### src/rtl/mips_mem_pkg.sv
// Shared types and constants for the unified memory-port arbiter of the multicycle MIPS core.
package mips_mem_pkg;

  typedef enum logic [1:0] {
    IDLE   = 2'd0,
    ACCESS = 2'd1,
    RESP   = 2'd2
  } arb_state_t;

  localparam logic OWN_IF = 1'b0;
  localparam logic OWN_DM = 1'b1;

  localparam int DEFAULT_TIMEOUT_CYC = 16;

  localparam logic [3:0] BE_WORD  = 4'b1111;
  localparam logic [3:0] BE_HALF0 = 4'b0011;
  localparam logic [3:0] BE_HALF1 = 4'b1100;
  localparam logic [3:0] BE_BYTE0 = 4'b0001;
  localparam logic [3:0] BE_BYTE1 = 4'b0010;
  localparam logic [3:0] BE_BYTE2 = 4'b0100;
  localparam logic [3:0] BE_BYTE3 = 4'b1000;

endpackage

### src/rtl/mem_arb_timer.sv
// Loadable down-counter bounding how long the arbiter waits for a memory acknowledge.
module mem_arb_timer #(
  parameter int LOAD_VAL = 15
) (
  input  logic clk,
  input  logic rst,
  input  logic clear,
  input  logic enable,
  output logic expired
);

  localparam int CNT_W = $clog2(LOAD_VAL + 1);
  localparam logic [CNT_W-1:0] LOAD = CNT_W'(LOAD_VAL);

  logic [CNT_W-1:0] count;

  // Saturates at zero so expired stays asserted until the next clear.
  always_ff @(posedge clk or posedge rst) begin
    if (rst) begin
      count <= LOAD;
    end else if (clear) begin
      count <= LOAD;
    end else if (enable && (count != '0)) begin
      count <= count - CNT_W'(1);
    end
  end

  assign expired = (count == '0);

endmodule

### src/rtl/mem_port_arbiter.sv
// Arbitrates instruction fetch and data access onto one memory port with a bounded ack wait.
// Define ARB_ROUND_ROBIN_EN to alternate between requesters on simultaneous requests.
module mem_port_arbiter
  import mips_mem_pkg::*;
#(
  parameter int ADDR_W      = 32,
  parameter int DATA_W      = 32,
  parameter int TIMEOUT_CYC = DEFAULT_TIMEOUT_CYC
) (
  input  logic              clk,
  input  logic              rst,
  input  logic              if_req,
  input  logic [ADDR_W-1:0] if_addr,
  output logic              if_gnt,
  output logic [DATA_W-1:0] if_rdata,
  input  logic              dm_req,
  input  logic              dm_we,
  input  logic [3:0]        dm_be,
  input  logic [ADDR_W-1:0] dm_addr,
  input  logic [DATA_W-1:0] dm_wdata,
  output logic              dm_gnt,
  output logic [DATA_W-1:0] dm_rdata,
  output logic              mem_req,
  output logic              mem_we,
  output logic [3:0]        mem_be,
  output logic [ADDR_W-1:0] mem_addr,
  output logic [DATA_W-1:0] mem_wdata,
  input  logic [DATA_W-1:0] mem_rdata,
  input  logic              mem_ack,
  output logic              busy,
  output logic              owner,
  output logic              timeout_err
);

  arb_state_t        state, state_next;
  logic              take_dm, expired, start, finish;
  logic [DATA_W-1:0] resp_data;

  mem_arb_timer #(.LOAD_VAL(TIMEOUT_CYC - 1)) u_timer (
    .clk    (clk),
    .rst    (rst),
    .clear  (state == IDLE),
    .enable (state == ACCESS),
    .expired(expired)
  );

  always_ff @(posedge clk or posedge rst) begin
    if (rst) state <= IDLE;
    else     state <= state_next;
  end

  always_comb begin
    state_next = state;
    unique case (state)
      IDLE:    if (if_req || dm_req) state_next = ACCESS;
      ACCESS:  if (mem_ack || expired) state_next = RESP;
      RESP:    state_next = IDLE;
      default: state_next = IDLE;
    endcase
  end

  always_comb begin
`ifdef ARB_ROUND_ROBIN_EN
    take_dm = dm_req && (!if_req || (owner == OWN_IF));
`else
    take_dm = dm_req;
`endif
  end

  assign start  = (state == IDLE) && (if_req || dm_req);
  assign finish = (state == ACCESS) && (mem_ack || expired);
  // Stores and timed-out accesses hand back zero.
  assign resp_data = (mem_ack && !mem_we) ? mem_rdata : '0;

  always_ff @(posedge clk or posedge rst) begin
    if (rst) begin
      mem_req     <= 1'b0;
      mem_we      <= 1'b0;
      mem_be      <= '0;
      mem_addr    <= '0;
      mem_wdata   <= '0;
      if_gnt      <= 1'b0;
      dm_gnt      <= 1'b0;
      if_rdata    <= '0;
      dm_rdata    <= '0;
      busy        <= 1'b0;
      owner       <= OWN_IF;
      timeout_err <= 1'b0;
    end else begin
      if_gnt  <= 1'b0;
      dm_gnt  <= 1'b0;
      busy    <= (state_next != IDLE);
      mem_req <= (state_next == ACCESS);
      if (start) begin
        owner <= take_dm ? OWN_DM : OWN_IF;
        if (take_dm) begin
          mem_we    <= dm_we;
          mem_be    <= dm_be;
          mem_addr  <= dm_addr;
          mem_wdata <= dm_wdata;
        end else begin
          mem_we    <= 1'b0;
          mem_be    <= BE_WORD;
          mem_addr  <= if_addr;
          mem_wdata <= '0;
        end
      end
      if (finish) begin
        if (!mem_ack) timeout_err <= 1'b1;
        if (owner == OWN_DM) begin
          dm_gnt   <= 1'b1;
          dm_rdata <= resp_data;
        end else begin
          if_gnt   <= 1'b1;
          if_rdata <= resp_data;
        end
      end
    end
  end

endmodule
### config.mk
export PLATFORM = sky130hd
export DESIGN_NAME = mem_port_arbiter
export DESIGN_NICKNAME = d
export VERILOG_FILES = /design/src/rtl/mips_mem_pkg.sv /design/src/rtl/mem_arb_timer.sv /design/src/rtl/mem_port_arbiter.sv
export SDC_FILE = /design/constraint.sdc
export NUM_CORES = 1
export LEC_CHECK = 0
export BUFFER_PORTS_ARGS = -buffer_cell sky130_fd_sc_hd__buf_2
export CORE_MARGIN = 2
export CORE_UTILIZATION = 42
export DETAILED_ROUTE_END_ITERATION = 16
export PLACE_DENSITY = 0.79
export SETUP_SLACK_MARGIN = 0.3
export SLEW_MARGIN = 15
export SYNTH_ARGS = -nofsm -noshare
export SYNTH_HDL_FRONTEND = slang
export SYNTH_SLANG_ARGS = --single-unit
### constraint.sdc
create_clock -name clk -period 4.9 [get_ports clk]
set_input_delay 0.98 -clock clk [delete_from_list [all_inputs] [get_ports clk]]
set_output_delay 0.98 -clock clk [all_outputs]
set_load 0.02 [all_outputs]
# After elaboration in Yosys (flattened, before gate mapping)

Index checks and enable logic that the tools add are counted.

Reductions and logical operators: 15
Eq/ne operators: 2
Bitwise gates (word level): 2
Mux-type cells: 15
Add/subtract/negate cells: 1

Operators by type and width:

| operator                                                               | number |
|---|---|
| 32-bit two-way mux                                                     | 3 |
| 4-bit two-way mux                                                      | 3 |
| 1-bit two-way mux                                                      | 6 |
| 2-bit AND reduction                                                    | 3 |
| 2-bit by 1-bit equality test with 1-bit output (second input constant) | 2 |
| 1-bit logical AND                                                      | 4 |
| 4-bit logical NOT                                                      | 1 |
| 2-bit two-way mux                                                      | 2 |
| 2-bit case mux with 2 select lines                                     | 1 |
| 2-bit nonzero test                                                     | 2 |
| 4-bit nonzero test                                                     | 1 |
| 4-bit by 1-bit subtractor with 4-bit output (second input constant)    | 1 |
| 2-bit logical NOT                                                      | 1 |
| 1-bit logical OR                                                       | 2 |
| 1-bit NOT                                                              | 2 |
| 1-bit logical NOT                                                      | 1 |

Output and inout bits: 139
Word-level logic and storage cells: 49
Flip-flop bits (word level): 145
Input port bits: 138

# Depth between registers and ports, before layout

Gate-level depths: netlist of the first run.

Word-level depth: 5
Depth in mapped cells: 6
Depth with buffers taken out: 5

# By module

From an unflattened synthesis of the first run, not the netlist that was laid out.

Cells, all modules: 406
Area total of the unflattened synthesis: 6,118.4 µm²

By module, submodules not included:

| module           | times used | sequential area each (µm²) | area an instance (µm²) | cells each |
|---|---|---|---|---|
| mem_port_arbiter | 1          | 3,528.4                    | 5,890.6                | 384 |
| mem_arb_timer    | 1          | 105.1                      | 227.7                  | 22 |

# Worst setup path before layout of the first run

OpenSTA, ideal clock, no wires.

Kind: in2reg
Start: input port dm_req
End: register mem_addr[10]
Buffers on the path: 2
Arrival: 2.094 ns
Required time: 4.775 ns
Path slack: 2.681 ns
Setup time: 0.125 ns
Stages: 4
Path through: buf_2 -> clkbuf_1 -> mux2_2 -> mux2_2

Cells in the longest elaborated chain, start to end: 2
Elaborated cells on any way between the ends: 3
Classes of those cells: mux: 1; reduce/logical: 2

Ends and longest elaborated chain:

| item                 | line                    | RTL |
|---|---|---|
| start, declared      | mem_port_arbiter.sv:16  | `input logic dm_req,` |
| 1-bit logical OR     | mem_port_arbiter.sv:70  | `assign start = (state == IDLE) && (if_req \|\| dm_req);` |
| 1-bit logical AND    | mem_port_arbiter.sv:70  |  |
| end signal, assigned | mem_port_arbiter.sv:99  | `mem_addr <= dm_addr;` |
| end signal, assigned | mem_port_arbiter.sv:104 | `mem_addr <= if_addr;` |
| end, declared        | mem_port_arbiter.sv:26  | `output logic [ADDR_W-1:0] mem_addr,` |

Parallel ways exist; a longest one is shown, timed or not.
A chain may end at the register's enable or synchronous reset.

# Worst setup path after layout of the first run

Start: input port dm_req
End: register mem_addr[20]

The elaborated chain is that of the path after synthesis.

==> results of run 1 <==
synth_stat cells (2+ instances only):
cell | n | area (µm²)
buf_2 | 22 | 110
dfstp_2 | 4 | 105
o22a_1 | 4 | 35.0
o21ai_0 | 3 | 15.0
nand2_1 | 4 | 15.0
dfrtp_1 | 141 | 3530
a21o_1 | 3 | 22.5
buf_4 | 4 | 30.0
clkbuf_1 | 10 | 37.5
nor2_1 | 3 | 11.3
nand2b_1 | 3 | 18.8
a22o_1 | 33 | 289
mux2_2 | 64 | 721
inv_1 | 5 | 18.8
o21ai_1 | 2 | 10.0
a32o_1 | 64 | 641
o31ai_1 | 2 | 15.0
through the flow:
stage,power (µW),cell area (µm²),instances
5_1_grt,6350,7940,846
4_1_cts,6060,7920,844
6_report,6000,7940,846
3_5_place_dp,4700,7290,812
2_1_floorplan,3790,5770,387
3_3_place_gp,4600,7290,812
power breakdown:
part / internal (µW) / leakage [µW] / switching (µW)
logic: 1010 / 0.00191 / 1520
registers: 1800 / 0.00180 / 338
clock network: 849 / 0.000303 / 488
critical path: stages:
cell and delay [ns]:
buf_2 0.58, o21a_1 0.22, buf_4 0.37, mux2_2 0.39
flip-flops by register name (all words and copies together), names as in the netlist:
signal,count
timeout_err,1
u_timer.count,4
mem_wdata,32
dm_rdata,32
if_gnt,1
busy,1
owner,1
dm_gnt,1
mem_be,4
state,2
mem_addr,32
mem_we,1
if_rdata,32
mem_req,1
per-layer routing:
metal,part of all wire,wire [µm]
met1,0.38,5650
met2,0.51,7510
met5,0,0
met3,0.080,1180
met4,0.030,446
area by class of cell:
class,instances,area (µm²),area share
clock inverter,10,149,0.0188
clock buffer,22,474,0.0597
sequential,145,3630,0.458
multi-input combinational,201,1960,0.246
antenna,1,2.50,0.000315
inverter,5,22.5,0.00284
tap,176,220,0.0277
timing repair buffer,286,1480,0.187
worst paths after layout:
path / endpoint / slack (ns) / cells past startpoint
max: mem_addr[20]$_DFFE_PP0P_ / 2.62 / 4
min: timeout_err$_DFFE_PP0P_ / 0.47 / 1
max reg2reg: if_rdata[26]$_DFFE_PP0P_ / 2.86 / 6
min reg2reg: timeout_err$_DFFE_PP0P_ / 0.47 / 1
max in group asynchronous: dm_rdata[23]$_DFFE_PP0P_ / 3.21 / 4
min in group asynchronous: mem_wdata[28]$_DFFE_PP0P_ / 0.54 / 2
cells by family after synthesis:
group	Yosys count	share of synthesized area
compound gates	117	0.186
fa+ha+maj	1	0.00217
buf+inv	41	0.0341
flops	145	0.630
mux	65	0.127
simple gates	18	0.0204
==> impl_metrics.toml, run 1 <==
[run_status]
status = "finished clean"

[placed_design]
gp_congestion = 0.737
buffer_ports.inserted = 276
dpl.hpwl_mm = 10.4
place_ws_ns = 1.89

[grt]
grtUsageMet1 = 0.239
met3_usage = 0.0545
antenna_found_initial = 1
grtUsageTotal = 0.204
grtUsageMet2 = 0.347
grt_pass1_wl_mm = 23.7
grt_max_degree = 51
grt_pass1_vias = 4825
grt-busiest-layer = "met2"
grt_overflow = 0

[clock_network]
post-cts-setup-buffer-count = 0
ctsResizeCount = 0
clkSinkCount = 145
cts_buffers = 17
clk_pin_slew_ns = 0.06
cts_tree = "built"
clock_path_buffers = 2
holdBufCountCts = 0
clock_latency_ns = 0.41
htree_levels = 4
root_buffer = "clkbuf_16"

[run]
max-cap-violations = 0

[sta]
fin_crit_ns = 2.28
timing.final.ws_setup_ns = 2.62
whs_ns = 0.474
fin_setup_tns_ns = 0
tightest_slew_ns = 0.754
hold_viol = 0
rsz0062_at_grt = "no"
finalCritPeriodShare = 0.466
setup_viol = 0
slew_viol_final = 0
max_freq_mhz = 438
skew_ns = 0.00684
slew_headroom = 0.497

[power]
ir_worst_vdd_mv = 0.322
power.density_mw_per_mm2 = 756
power.leakage_uw = 0.00401

[floorplanning]
die_area_mm2 = 0.0147
num_rows = 42
io-pin-count = 277
die-width_um = 121
start_util = 0.432
die_y_um = 121
core-area_mm2 = 0.0133

[detailed_routing]
routed_wl_mm = 14.8
drc = 0
ant_nets = 0
dr.pass1.iters = 7
avgViaCountPerCell = 5.50
post_drt_wl_per_cell_um = 17.5
first_iter_violations = 258
vias = 4651

[synthesis]
syn_area_mm2 = 0.00576
netlist_instances = 387
synth_seq_cells = 145
synth_edf_count = 0
synth_warnings = 0
synthFlopType = "dfrtp_1"
synth_seq_area_share = 0.630
synth_nets = 526
synth_cell_type_count = 33
async_flop_share = 1.00
postSynthAreaPerCell_um2 = 14.9

[setup_path]
worstPathMaxFanout = 36
cp-startpoint = "dm_req"
end_kind = "flop"
worst_ep_arrival_time_ns = 2.58
cp.required_ns = 5.19
critPathKind = "input pin to flop"
timing.rr.start = "u_timer.count[0]$_DFFE_PP1P_"
start_kind = "input pin"

[final_layout]
final_cell_mix = "276 x buf_2, 141 x dfrtp_1, 64 x mux2_2, 64 x a32o_1, 33 x a22o_1"
drive_above_1_share = 0.587
area_growth_pct = 37.7
utilization = 0.595
fillCellCount = 1082
layout_commonest_cell = "buf_2"
finalNetCount = 795

[min_path]
worstHoldStart = "timeout_err$_DFFE_PP0P_"
holdCritPathClass = "flop to flop"
Power figures use the tool's default switching activity.
==> run 2: changes to the inputs <==
Settings changed: ABC_AREA from default to 1, CORE_UTILIZATION 42 to 48, PLACE_DENSITY 0.79 to 0.82.
Clock period 4.9 ns to 2.15 ns, I/O delays scaled along.
==> impl_metrics.toml, run 2 <==
[setup_path]
cp.required_ns = 2.49
end_kind = "flop"
critPathKind = "flop to flop"
worstPathMaxFanout = 23
worst_ep_arrival_time_ns = 2.01
start_kind = "flop"
r2r_slack_ns = 0.48

[clock_network]
cts_tree = "built"
clkSinkCount = 145
post-cts-setup-buffer-count = 0
htree_levels = 4
ctsResizeCount = 0
holdBufCountCts = 0
root_buffer = "clkbuf_16"
clock_latency_ns = 0.42
clock_path_buffers = 2
cts_buffers = 17
clk_pin_slew_ns = 0.06

[grt]
grt_pass1_wl_mm = 28.8
antenna_found_initial = 1
grt_max_degree = 47
grtUsageTotal = 0.257
grt_pass1_vias = 5871
grt_overflow = 0

[floorplanning]
num_rows = 42
core-area_mm2 = 0.0132
die-width_um = 120
die_area_mm2 = 0.0144
die_y_um = 120
io-pin-count = 277
start_util = 0.490

[detailed_routing]
post_drt_wl_per_cell_um = 15.2
avgViaCountPerCell = 5.12
ant_nets = 0
routed_wl_mm = 18.1
dr.pass1.iters = 5
first_iter_violations = 523
vias = 6084
drc = 0

[sta]
timing.final.ws_setup_ns = 0.480
skew_ns = 0.00658
fin_crit_ns = 1.67
slew_viol_final = 0
tightest_slew_ns = 0.987
finalCritPeriodShare = 0.777
whs_ns = 0.0834
setup_viol = 0
slew_headroom = 0.342
max_freq_mhz = 599
hold_viol = 0
rsz0062_at_grt = "no"

[synthesis]
synth_cell_type_count = 28
synth_top_cell_by_area = "dfrtp_1"
yosysMostFrequentCell = "nand2_1"
synth_seq_area_share = 0.562
synth_common_cells = "241 x nand2_1, 141 x dfrtp_1, 98 x nor2_1, 64 x nand4_1, 44 x inv_1"
synthFlopType = "dfrtp_1"
postSynthAreaPerCell_um2 = 8.78
synth_nets = 876
syn_area_mm2 = 0.00647
yosys.area.top_type_share = 0.545
ys_top_cells_by_area = "dfrtp_1 55%, nand2_1 14%, nand4_1 6.2%"
synth_edf_count = 0
synth_seq_cells = 145
synth_warnings = 0
netlist_instances = 737
async_flop_share = 1.00

[placed_design]
dpl.hpwl_mm = 12.9
gp_congestion = 0.818
buffer_ports.inserted = 276
place_ws_ns = 0.281

[min_path]
holdCritPathClass = "input pin to asynchronous set/reset pin"

[final_layout]
drive_above_1_share = 0.347
area_growth_pct = 32.5
fillCellCount = 1121
finalNetCount = 1137
seq_area_mm2 = 0.00363
multi_input_area_mm2 = 0.00233
layout_commonest_cell = "buf_2"
final_cell_mix = "276 x buf_2, 241 x nand2_1, 141 x dfrtp_1"

[power]
power.density_mw_per_mm2 = 1550
total_power_uw = 13300
ir_worst_vdd_mv = 0.782
power.leakage_uw = 0.00483

[run]
max-cap-violations = 0

[run_status]
status = "finished clean"
-- run 2: kinds of logic after synthesis --
kind of cell | Yosys count | share of synthesized area
AOI/OAI and AO/OA | 77 | 0.0810
adders and majority gates | 1 | 0.00193
buffers and inverters | 99 | 0.0787
DFF | 145 | 0.562
and+or+nand+nor | 415 | 0.277
-- run 2: where the power goes --
group          total, µW  switching (µW)  internal, µW
sequential          4570             649          3920
clock               3100            1100          2000
combinational       5590            3820          1770
total              13300            5570          7690
-- run 2: final timing paths --
path | startpoint | to | cells after the start
setup reg to reg | u_timer.count[0]$_DFFE_PP1P_ | dm_rdata[21]$_DFFE_PP0P_ | 8
hold reg to reg | dm_rdata[19]$_DFFE_PP0P_ | dm_rdata[19]$_DFFE_PP0P_ | 2
min in group clk | dm_wdata[20] | mem_wdata[20]$_DFFE_PP0P_ | 3
setup / recovery | u_timer.count[0]$_DFFE_PP1P_ | dm_rdata[21]$_DFFE_PP0P_ | 8
max in group asynchronous | rst | u_timer.count[1]$_DFFE_PP1P_ | 3
hold / removal | rst | mem_addr[22]$_DFFE_PP0P_ | 2
-- run 2: metal layers --
layer  GRT usage  wire length [µm]  up-vias
met5           0                 0        -
met2       0.453              9350      268
met1       0.301              7000     2893
met4      0.0926               420        0
met3      0.0661              1290       31
li1            -                 -     2892
-- run 2: final cells by class --
cell class              count  area share
well taps                 176      0.0257
inverters                  49      0.0222
diodes                      1    0.000292
repair buffers            292       0.184
flip-flops and latches    145       0.424
multi-input cells         493       0.271
clock buffers              22      0.0542
clock inverters            10      0.0184
-- run 2: per-stage QoR --
stage	utilization	setup TNS, ns	cells	cell area (µm²)
detailed placement	0.602	0	1155	7950
global route	0.650	0	1188	8570
finish	0.650	0	1188	8570
floorplan	-	-13.50	737	6470
global placement	0.602	0	1155	7950
CTS	0.650	0	1187	8570
-- run 2: critical path, stage by stage, from the launching register on --
cell,delay [ns]
dfstp_2,0.52
inv_1,0.07
ha_1,0.23
nand2_1,0.11
nand2_2,0.09
nand3_2,0.22
buf_12,0.21
nand2_1,0.07
nand2_1,0.07
==> run 3: changes to the inputs <==
Settings changed: CORE_UTILIZATION 48 to 43, PLACE_DENSITY 0.82 to 0.78.
Clock period 2.15 ns to 1.4 ns, I/O delays scaled along.
==> impl_metrics.toml, run 3 (synthesized netlist as in run 2, its figures left out) <==
[run_status]
status = "complete, but fails checks"
violations = "setup timing"

[power]
clockPowerShare = 0.156
intPower_uw = 17400
power.leakage_uw = 0.00624
power_switching_uw = 12200
power.density_mw_per_mm2 = 2510
p_comb_frac = 0.584
ir_worst_vdd_mv = 1.67
power.share.sequential = 0.260
switching_share = 0.413

[grt]
grt_pass1_vias = 6821
grt_overflow = 0
grt_pass1_wl_mm = 34.9
grtUsageTotal = 0.277
grt_max_degree = 51
antenna_found_initial = 2

[sta]
fin_crit_ns = 1.50
slew_viol_final = 0
tightest_slew_ns = 0.358
timing.final.ws_setup_ns = -0.0955
finalCritPeriodShare = 1.07
skew_ns = 0.0278
max_freq_mhz = 669
setup_viol = 88
slew_headroom = 0.761
fin_setup_tns_ns = -1.90
rsz0062_at_grt = "yes"
hold_viol = 0

[clock_network]
clock_latency_ns = 0.45
cts_tree = "built"
clock_path_buffers = 2
clkSinkCount = 145
htree_levels = 4
clk_pin_slew_ns = 0.07
root_buffer = "clkbuf_16"
cts_buffers = 17

[placed_design]
buffer_ports.inserted = 276
dpl.hpwl_mm = 13.1
place_ws_ns = -0.0200
gp_congestion = 0.841

[min_path]
holdCritPathClass = "input pin to flop"

[floorplanning]
die-width_um = 127
die_y_um = 127
io-pin-count = 277
start_util = 0.443
num_rows = 44
die_area_mm2 = 0.0160
core-area_mm2 = 0.0146

[detailed_routing]
first_iter_violations = 761
post_drt_wl_per_cell_um = 20.5
avgViaCountPerCell = 5.46
routed_wl_mm = 27.9
dr.pass1.iters = 5
ant_nets = 0
vias = 7404
drc = 0

[final_layout]
area_growth_pct = 82.5
final_cell_mix = "144 x buf_6, 140 x dfrtp_1, 138 x buf_2"
finalNetCount = 1298
drive_above_1_share = 0.555
layout_commonest_cell = "buf_6"
fillCellCount = 783

[setup_path]
crit_path_top_delay_cell = "dfrtp_1"
crit_top_cell = "buf_12"
worst-path-buf-inv = 4
crit_chain = "inv_2 > nand2_4 > nor2_8 > buf_12 > buf_12 > buf_16 > o21ai_2 > o21a_1"
end_kind = "flop"
start_kind = "flop"
worstPathMaxFanout = 8
critPathKind = "flop to flop"
crit_family = "buffers and inverters"
worst_ep_arrival_time_ns = 1.80
cp.required_ns = 1.70
critPathMaxStageDelay_ns = 0.43

[run]
max-cap-violations = 0
## run 3: cell types whose count changed in the layout (fill, tap and decap cells not counted), sizes merged, moves of 2 or more
| cell | change |
|---|---|
| clkinv | -2 |
| bufinv | -3 |
| inv | +8 |
| buf | +156 |
## run 3: power by group through the flow
stage	clock, µW	sequential [µW]	combinational (µW)
after detailed placement	0	7040	9280
after global routing	4830	7820	18000
after CTS	4540	7300	13800
after floorplan	0	9110	3860
after global placement	0	7010	9120
final	4620	7690	17300
## run 3: stage by stage
step                      utilization  instance area, µm²  hold slack [ns]  total power (µW)  std cells
final                           0.809               11800           0.0541             29600       1357
after detailed placement        0.572                8350            0.280             16300       1185
after CTS                       0.733               10700           0.0364             25600       1293
after global routing            0.809               11800           0.0574             30600       1357
after floorplan                     -                6590            0.376             13000        737
after global placement          0.572                8350            0.282             16100       1185
## run 3: layer usage
| metal | vias to the layer above | share of wire | track usage |
|---|---|---|---|
| met1 | 3536 | 0.34 | 0.323 |
| met5 | - | 0 | 0 |
| li1 | 3223 | - | - |
| met4 | 0 | 0.062 | 0.121 |
| met2 | 509 | 0.53 | 0.485 |
| met3 | 136 | 0.077 | 0.0683 |
## run 3: timing repair
| action | in CTS | in global routing |
|---|---|---|
| endpoints found under the setup margin | 284 | 284 |
| gates resized for setup | 318 | 181 |
| hold buffers | 1 | 0 |
| buffers inserted | 64 | 60 |
| cloned | 11 | 3 |
| pin swaps | 30 | 19 |
| endpoints found under the hold margin | 4 | 0 |
## run 3: path summary, 6_finish.rpt
| check | startpoint | endpoint | slack (ns) | cells after the start |
|---|---|---|---|---|
| setup / recovery | state[1]$_DFF_PP0_ | mem_addr[31]$_DFFE_PP0P_ | -0.1 | 8 |
| hold reg to reg | dm_rdata[28]$_DFFE_PP0P_ | dm_rdata[28]$_DFFE_PP0P_ | 0.48 | 2 |
| hold / removal | dm_wdata[0] | mem_wdata[0]$_DFFE_PP0P_ | 0.05 | 3 |
| max in group asynchronous | rst | mem_wdata[20]$_DFFE_PP0P_ | 0.41 | 4 |
| min in group asynchronous | rst | owner$_DFFE_PP0P_ | 0.40 | 3 |
| setup reg to reg | state[1]$_DFF_PP0_ | mem_addr[31]$_DFFE_PP0P_ | -0.1 | 8 |
## run 3: cell type report
type | count | area (µm²) | area share
inverters | 49 | 208 | 0.0176
flip-flops and latches | 145 | 3630 | 0.308
diodes | 1 | 2.50 | 0.000212
repair buffers | 453 | 4230 | 0.358
clock inverters | 14 | 144 | 0.0122
multi-input cells | 493 | 2920 | 0.247
well taps | 184 | 230 | 0.0195
clock buffers | 18 | 439 | 0.0372
## run 3: worst reg2reg max path, cell delays in order, from the launching register on
cell	delay [ns]
dfrtp_1	0.43
inv_2	0.11
nand2_4	0.08
nor2_8	0.13
buf_12	0.14
buf_12	0.12
buf_16	0.13
o21ai_2	0.08
o21a_1	0.15
